$ cat src/rtl/zz_block_scheduler_if.sv
// Bundles the symbol request channel and the zigzag-decoder channel of the block scheduler.
// The slave modport is the scheduler side; the master modport is the entropy-decoder/zigzag side.
interface zz_block_scheduler_if;
  logic [2:0]  req_valid_in;
  logic [17:0] req_run_in;
  logic [35:0] req_value_in;
  logic [2:0]  req_ready_out;
  logic        zz_valid_out;
  logic [5:0]  zz_run_out;
  logic [11:0] zz_value_out;
  logic        zz_col_valid_in;

  modport slave (
    input  req_valid_in,
    input  req_run_in,
    input  req_value_in,
    input  zz_col_valid_in,
    output req_ready_out,
    output zz_valid_out,
    output zz_run_out,
    output zz_value_out
  );

  modport master (
    output req_valid_in,
    output req_run_in,
    output req_value_in,
    output zz_col_valid_in,
    input  req_ready_out,
    input  zz_valid_out,
    input  zz_run_out,
    input  zz_value_out
  );
endinterface

$ cat src/rtl/zz_block_scheduler.sv
// Interleaves Y/Cb/Cr run-value symbols into one zigzag stream, one MCU block at a time; 1-cycle forward latency.
// Ready is registered and drops once MAX_INFLIGHT blocks await column drain; valid on other components is held off.
module zz_block_scheduler #(
  parameter int Y_PER_MCU    = 4,
  parameter int C_PER_MCU    = 1,
  parameter int MAX_INFLIGHT = 2
) (
  input  logic                 clk_in,
  input  logic                 rst_n_in,
  input  logic                 restart_in,
  zz_block_scheduler_if.slave  bus,
  output logic [1:0]           blk_comp_out,
  output logic                 blk_done_out,
  output logic                 mcu_done_out,
  output logic                 err_out
);

  typedef enum logic [1:0] {
    ST_LUMA = 2'd0,
    ST_CB   = 2'd1,
    ST_CR   = 2'd2
  } state_t;

  state_t      r_state;
  state_t      w_state_nxt;
  logic [6:0]  r_pos;
  logic [6:0]  w_pos_nxt;
  logic [1:0]  r_blk_cnt;
  logic [1:0]  w_blk_cnt_nxt;
  logic [1:0]  r_inflight;
  logic [1:0]  w_inflight_nxt;
  logic [2:0]  r_col_cnt;
  logic [2:0]  w_col_cnt_nxt;
  logic [2:0]  r_ready;
  logic [2:0]  w_ready_nxt;
  logic        r_zz_vld;
  logic [5:0]  r_zz_run;
  logic [5:0]  w_zz_run_nxt;
  logic [11:0] r_zz_val;
  logic [11:0] w_zz_val_nxt;
  logic        r_blk_done;
  logic        r_mcu_done;
  logic        w_mcu_done_nxt;
  logic        r_err;
  logic        w_err_nxt;

  logic        w_acc;
  logic [5:0]  w_sel_run;
  logic [11:0] w_sel_val;
  logic [6:0]  w_sum;
  logic        w_blk_end;
  logic        w_overrun;
  logic        w_last_blk;
  logic        w_drain;
  logic        w_col_err;

  // Ready comes from a register, so acceptance never depends combinationally on valid.
  always_comb begin
    w_acc     = (|(bus.req_valid_in & r_ready)) & ~restart_in;
    w_sel_run = bus.req_run_in[5:0];
    w_sel_val = bus.req_value_in[11:0];
    case (r_state)
      ST_CB: begin
        w_sel_run = bus.req_run_in[11:6];
        w_sel_val = bus.req_value_in[23:12];
      end
      ST_CR: begin
        w_sel_run = bus.req_run_in[17:12];
        w_sel_val = bus.req_value_in[35:24];
      end
      default: ;
    endcase
    w_sum     = r_pos + {1'b0, w_sel_run} + 7'd1;
    w_blk_end = w_acc && (w_sum >= 7'd64);
    w_overrun = w_acc && (w_sum > 7'd64);
  end

  always_comb begin
    w_col_err = bus.zz_col_valid_in && (r_inflight == 2'd0);
    w_drain   = bus.zz_col_valid_in && (r_inflight != 2'd0) && (r_col_cnt == 3'd7);
    w_col_cnt_nxt = r_col_cnt;
    if (bus.zz_col_valid_in && (r_inflight != 2'd0)) begin
      w_col_cnt_nxt = r_col_cnt + 3'd1;
    end
    case ({w_blk_end, w_drain})
      2'b10:   w_inflight_nxt = r_inflight + 2'd1;
      2'b01:   w_inflight_nxt = r_inflight - 2'd1;
      default: w_inflight_nxt = r_inflight;
    endcase
    w_err_nxt = r_err | w_overrun | w_col_err;
  end

  always_comb begin
    w_state_nxt    = r_state;
    w_blk_cnt_nxt  = r_blk_cnt;
    w_pos_nxt      = r_pos;
    w_mcu_done_nxt = 1'b0;
    w_last_blk     = 1'b0;
    case (r_state)
      ST_LUMA: w_last_blk = (r_blk_cnt == 2'(Y_PER_MCU - 1));
      ST_CB:   w_last_blk = (r_blk_cnt == 2'(C_PER_MCU - 1));
      ST_CR:   w_last_blk = (r_blk_cnt == 2'(C_PER_MCU - 1));
      default: w_last_blk = 1'b1;
    endcase
    if (restart_in) begin
      w_state_nxt   = ST_LUMA;
      w_blk_cnt_nxt = 2'd0;
      w_pos_nxt     = 7'd0;
    end else if (w_blk_end) begin
      w_pos_nxt = 7'd0;
      if (w_last_blk) begin
        w_blk_cnt_nxt = 2'd0;
        case (r_state)
          ST_LUMA: w_state_nxt = ST_CB;
          ST_CB:   w_state_nxt = ST_CR;
          default: begin
            w_state_nxt    = ST_LUMA;
            w_mcu_done_nxt = 1'b1;
          end
        endcase
      end else begin
        w_blk_cnt_nxt = r_blk_cnt + 2'd1;
      end
    end else if (w_acc) begin
      w_pos_nxt = w_sum;
    end
  end

  always_comb begin
    w_ready_nxt = 3'b000;
    if (w_inflight_nxt < 2'(MAX_INFLIGHT)) begin
      case (w_state_nxt)
        ST_CB:   w_ready_nxt = 3'b010;
        ST_CR:   w_ready_nxt = 3'b100;
        default: w_ready_nxt = 3'b001;
      endcase
    end
    w_zz_run_nxt = r_zz_run;
    w_zz_val_nxt = r_zz_val;
    if (w_acc) begin
      w_zz_run_nxt = w_sel_run;
      w_zz_val_nxt = w_sel_val;
    end
  end

  always_ff @(posedge clk_in or negedge rst_n_in) begin
    if (!rst_n_in) begin
      r_state    <= ST_LUMA;
      r_pos      <= 7'd0;
      r_blk_cnt  <= 2'd0;
      r_inflight <= 2'd0;
      r_col_cnt  <= 3'd0;
      r_ready    <= 3'b000;
      r_zz_vld   <= 1'b0;
      r_zz_run   <= 6'd0;
      r_zz_val   <= 12'd0;
      r_blk_done <= 1'b0;
      r_mcu_done <= 1'b0;
      r_err      <= 1'b0;
    end else begin
      r_state    <= w_state_nxt;
      r_pos      <= w_pos_nxt;
      r_blk_cnt  <= w_blk_cnt_nxt;
      r_inflight <= w_inflight_nxt;
      r_col_cnt  <= w_col_cnt_nxt;
      r_ready    <= w_ready_nxt;
      r_zz_vld   <= w_acc;
      r_zz_run   <= w_zz_run_nxt;
      r_zz_val   <= w_zz_val_nxt;
      r_blk_done <= w_blk_end;
      r_mcu_done <= w_mcu_done_nxt;
      r_err      <= w_err_nxt;
    end
  end

  assign bus.req_ready_out = r_ready;
  assign bus.zz_valid_out  = r_zz_vld;
  assign bus.zz_run_out    = r_zz_run;
  assign bus.zz_value_out  = r_zz_val;
  assign blk_comp_out      = r_state;
  assign blk_done_out      = r_blk_done;
  assign mcu_done_out      = r_mcu_done;
  assign err_out           = r_err;

endmodule

$ cat src/flat_wrapper.sv
// flat-port wrapper written by rule: the top's interface ports become plain ports
module zz_block_scheduler_flat 
#(
  parameter int Y_PER_MCU    = 4,
  parameter int C_PER_MCU    = 1,
  parameter int MAX_INFLIGHT = 2
)
  (clk_in, rst_n_in, restart_in, blk_comp_out, blk_done_out, mcu_done_out, err_out, bus_req_valid_in, bus_req_run_in, bus_req_value_in, bus_zz_col_valid_in, bus_req_ready_out, bus_zz_valid_out, bus_zz_run_out, bus_zz_value_out);
  zz_block_scheduler_if bus_i ();
  input  logic clk_in;
  input  logic rst_n_in;
  input  logic restart_in;
  output logic [1:0] blk_comp_out;
  output logic blk_done_out;
  output logic mcu_done_out;
  output logic err_out;
  input wire logic [$bits(bus_i.req_valid_in)-1:0] bus_req_valid_in;
  input wire logic [$bits(bus_i.req_run_in)-1:0] bus_req_run_in;
  input wire logic [$bits(bus_i.req_value_in)-1:0] bus_req_value_in;
  input wire logic [$bits(bus_i.zz_col_valid_in)-1:0] bus_zz_col_valid_in;
  output wire logic [$bits(bus_i.req_ready_out)-1:0] bus_req_ready_out;
  output wire logic [$bits(bus_i.zz_valid_out)-1:0] bus_zz_valid_out;
  output wire logic [$bits(bus_i.zz_run_out)-1:0] bus_zz_run_out;
  output wire logic [$bits(bus_i.zz_value_out)-1:0] bus_zz_value_out;
  assign bus_i.req_valid_in = bus_req_valid_in;
  assign bus_i.req_run_in = bus_req_run_in;
  assign bus_i.req_value_in = bus_req_value_in;
  assign bus_i.zz_col_valid_in = bus_zz_col_valid_in;
  assign bus_req_ready_out = bus_i.req_ready_out;
  assign bus_zz_valid_out = bus_i.zz_valid_out;
  assign bus_zz_run_out = bus_i.zz_run_out;
  assign bus_zz_value_out = bus_i.zz_value_out;
  zz_block_scheduler #(.Y_PER_MCU(Y_PER_MCU), .C_PER_MCU(C_PER_MCU), .MAX_INFLIGHT(MAX_INFLIGHT)) u_core (.clk_in(clk_in), .rst_n_in(rst_n_in), .restart_in(restart_in), .bus(bus_i), .blk_comp_out(blk_comp_out), .blk_done_out(blk_done_out), .mcu_done_out(mcu_done_out), .err_out(err_out));
endmodule
$ cat config.mk
export PLATFORM = sky130hd
export DESIGN_NAME = zz_block_scheduler_flat
export DESIGN_NICKNAME = d
export VERILOG_FILES = /design/src/rtl/zz_block_scheduler_if.sv /design/src/rtl/zz_block_scheduler.sv /design/src/flat_wrapper.sv
export SDC_FILE = /design/constraint.sdc
export NUM_CORES = 1
export LEC_CHECK = 0
export ABC_AREA = 1
export BUFFER_PORTS_ARGS = -buffer_cell sky130_fd_sc_hd__buf_2
export CELL_PAD_IN_SITES_DETAIL_PLACEMENT = 1
export CELL_PAD_IN_SITES_GLOBAL_PLACEMENT = 2
export CORE_MARGIN = 1
export CORE_UTILIZATION = 28
export CTS_CLUSTER_DIAMETER = 80
export DETAILED_ROUTE_END_ITERATION = 16
export GPL_TIMING_DRIVEN = 0
export PLACE_DENSITY_LB_ADDON = 0.08
export SKIP_LAST_GASP = 1
export SLEW_MARGIN = 30
export SYNTH_ARGS = -nofsm -noshare
export SYNTH_HDL_FRONTEND = slang
export SYNTH_SLANG_ARGS = --single-unit
export TNS_END_PERCENT = 30
$ cat constraint.sdc
create_clock -name clk_in -period 4.1 [get_ports clk_in]
set_input_delay 0.615 -clock clk_in [delete_from_list [all_inputs] [get_ports clk_in]]
set_output_delay 0.615 -clock clk_in [all_outputs]
set_load 0.005 [all_outputs]
==> results.md <==
- Status: completed
- Mux cell area share after synthesis: 0.00912
- Setup crit start kind: flop
- Clk Latency, worst-skew pair: 0.30 ns
- Starting DRT DRC Count: 31
- HP Class: primary input to async pin
- Global placer's final weighted congestion: 0.756
- Post-CTS Setup Bufs: 0
- PortBufs: 87
- Post-synth cell types: 28
- Post-synth top area share: 0.416
- Synthesized area: 2470 um^2
- Top cells by count, synth: nand2_1 (90), dfrtp_1 (41), o21ai_0 (37)
- Die span in y: 95.9 um
- Setup violations, final: 0
- Setup_tns: 0 ns
- Leakage power: 1.59 nW
- Antenna-violating nets left: 0
- Syn-to-layout area delta: 27.9%
- DP Area: 3040 um^2
- Max Cap Viol: 0
- Seq/Total Area, Yosys: 0.416
- WP data required: 4.28 ns
- HPWL after DPL: 5500 um
- CTS clk-pin slew, worst paths: 0.09 ns
- Die ar.: 9200 um^2
- P per Cell Area: 454 nW/um^2
- CP Capture Type: flop
- Kind of critical path: flop to flop
- Ys flop type: dfrtp_1
- Core ar.: 8380 um^2
- Adder-cell share of the synthesized area: 0.0993
- Clk_skew: 0.00866 ns
- Largest net degree at the start of global routing: 42
- Slew at the pin closest to its max-slew limit: 0.605 ns
- Routed WL: 7170 um
- Horiz. Die Dim: 95.9 um
- EDFF count, synth: 0
- Post-place setup slack: 0.318 ns
- Initial antenna violation count: 0
- CTS buffer count: 5
- Layout Cells excl Fill: 506
- Syn Area/Cell: 8.07 um^2
- Vias per Instance: 4.65
- Main combinational cell family by area after synthesis: simple AND/OR/NAND/NOR gates
- Clk sink count: 41
- Design area: 3160 um^2
- Syn_nets: 386
- Avg WL per Cell: 14.2 um
- Synth area leader: dfrtp_1
- Seq cells post-synth: 41
- Total grt overflow: 0
- DRC: 0
- Synth Area in Compound Gates: 0.108
- Initial Util: 0.295
- Vias post-DR: 2,355
- First-pass DRT Iterations: 4
- Fin. Hold Viols: 0
- Post-Synth XOR/XNOR Area: 0.0177
- DP Cell Count: 498
- Number of placement rows: 33
- Layout cell share with drive strength beyond 1: 0.312
- Longest Clk Path Bufs: 2
- Nets@finish: 480
- Max Clk Rate: 271 MHz
- Tot GR Track Use: 0.166
- Ys Warns: 0
- Fillers: 1,050
- RSZ-0062 raised after global routing: false
- Top cells by area, synth: dfrtp_1 (42%), nand2_1 (14%), ha_1 (9.1%)
- Period utilization: 0.901
- Syn Inst Count: 306
- Slew Viols, Final: 0
- Final worst path period need: 3.69 ns
- Hold_buf cts: 0
- Antenna diode count: 0
- H-tree depth: 2
- Synth Area in Simple Gates: 0.281
- FF-to-FF path depth: 17
- Slew margin rel.: 0.593
- Utilization after layout: 0.377
- Peak VDD IR: 0.152 mV
- First-pass GRT wire length: 11,500 um
- Top-count cell post-synth: nand2_1
- CTS tree: done
- Vias in the first global route: 2,332
- # IOs: 88
- Setup slack after layout: 0.407 ns
- Root buffer cell: clkbuf_8
- Critical Path Fanout Max: 10
- Critical path data arrival time: 3.88 ns
- PostCTS Resize Cnt: 0
- Synth async-reset ratio: 1.00
[cells by family after synthesis]
group                    after synthesis
AO/OA/AOI/OAI                         50
XOR/XNOR                               5
adder cells (fa/ha/maj)               19
buffers and inverters                 39
flip-flops                            41
multiplexers                           2
AND/OR/NAND/NOR                      150
[per-stage QoR]
step | hold WS, ns | total power (W)
2_1_floorplan | 0.319 | 0.000896
3_3_place_gp | 0.464 | 0.00108
3_5_place_dp | 0.465 | 0.00110
4_1_cts | 0.317 | 0.00146
5_1_grt | 0.342 | 0.00155
6_report | 0.288 | 0.00143
[layout by cell type (no fill, tap or decap), types with 2 or more instances in the layout]
cell | Yosys | routed
inv_1 | 24 | 24
xnor2_1 | 5 | 5
mux2_2 | 2 | 2
nand3_4 | 3 | 3
inv_2 | 3 | 3
o21ai_0 | 37 | 36
nand2_1 | 90 | 90
o22ai_1 | 2 | 2
ha_1 | 18 | 18
o21ai_1 | 3 | 4
nand4_1 | 4 | 4
nor2_1 | 15 | 15
nand2_2 | 6 | 6
buf_2 | 7 | 93
a21oi_1 | 6 | 6
nand3_1 | 27 | 27
dfrtp_1 | 41 | 41
clkbuf_8 | 0 | 6
clkbuf_1 | 2 | 2
nand2_4 | 2 | 2
[critical path, stage by stage (launching register included)]
cell	delay [ns]
dfrtp_1	0.48
inv_1	0.14
ha_1	0.30
buf_6	0.15
buf_2	0.19
o21ai_0	0.36
inv_1	0.10
ha_1	0.39
nand2_1	0.09
inv_2	0.07
nand3_4	0.10
nand3_4	0.10
nand3_4	0.14
ha_1	0.35
a21oi_1	0.12
o21ai_0	0.11
xnor2_1	0.31
nor2_1	0.08
[power breakdown]
group / leakage [nW] / internal, W / switching, W
combinational: 1.01 / 0.000218 / 0.000270
sequential: 0.522 / 0.000523 / 0.0000669
clock: 0.0574 / 0.000198 / 0.000156
[sequential cells by signal, summed over array words and instances (netlist names), 2 cells and up, named ones only]
name,flops
u_core.bus.zz_run_out,6
u_core.blk_comp_out,2
u_core.bus.req_ready_out,3
u_core.r_col_cnt,3
u_core.r_blk_cnt,2
u_core.bus.zz_value_out,12
u_core.r_pos,7
[routing by layer]
layer / wire [um] / global-route usage / vias up
met5: 0 / 0 / -
met4: 68 / 0.0498 / 0
met3: 361 / 0.0308 / 5
met2: 3290 / 0.276 / 64
met1: 3450 / 0.220 / 1102
li1: - / - / 1184
[path summary, 6_finish.rpt]
check                      slack, ns                           to                    from
max                             0.41  u_core.bus.req_ready_out[2]  u_core.blk_comp_out[1]
min                             0.29     u_core.bus.zz_run_out[2]                rst_n_in
max reg2reg                     0.41  u_core.bus.req_ready_out[2]  u_core.blk_comp_out[1]
min reg2reg                     0.48               u_core.err_out          u_core.err_out
max in group asynchronous       3.43          u_core.mcu_done_out                rst_n_in
min in group clk_in             0.48               u_core.err_out          u_core.err_out
[final cells by class]
class	count	area, um^2	share of cell area
repair buffers	87	438	0.139
clock inverters	2	37.5	0.0119
multi-input cells	226	1270	0.403
clock buffers	6	82.6	0.0261
inverters	28	110	0.0349
plain buffers	11	58.8	0.0186
well taps	105	131	0.0416
flip-flops and latches	41	1030	0.325
Power figures use the tool's default switching activity.
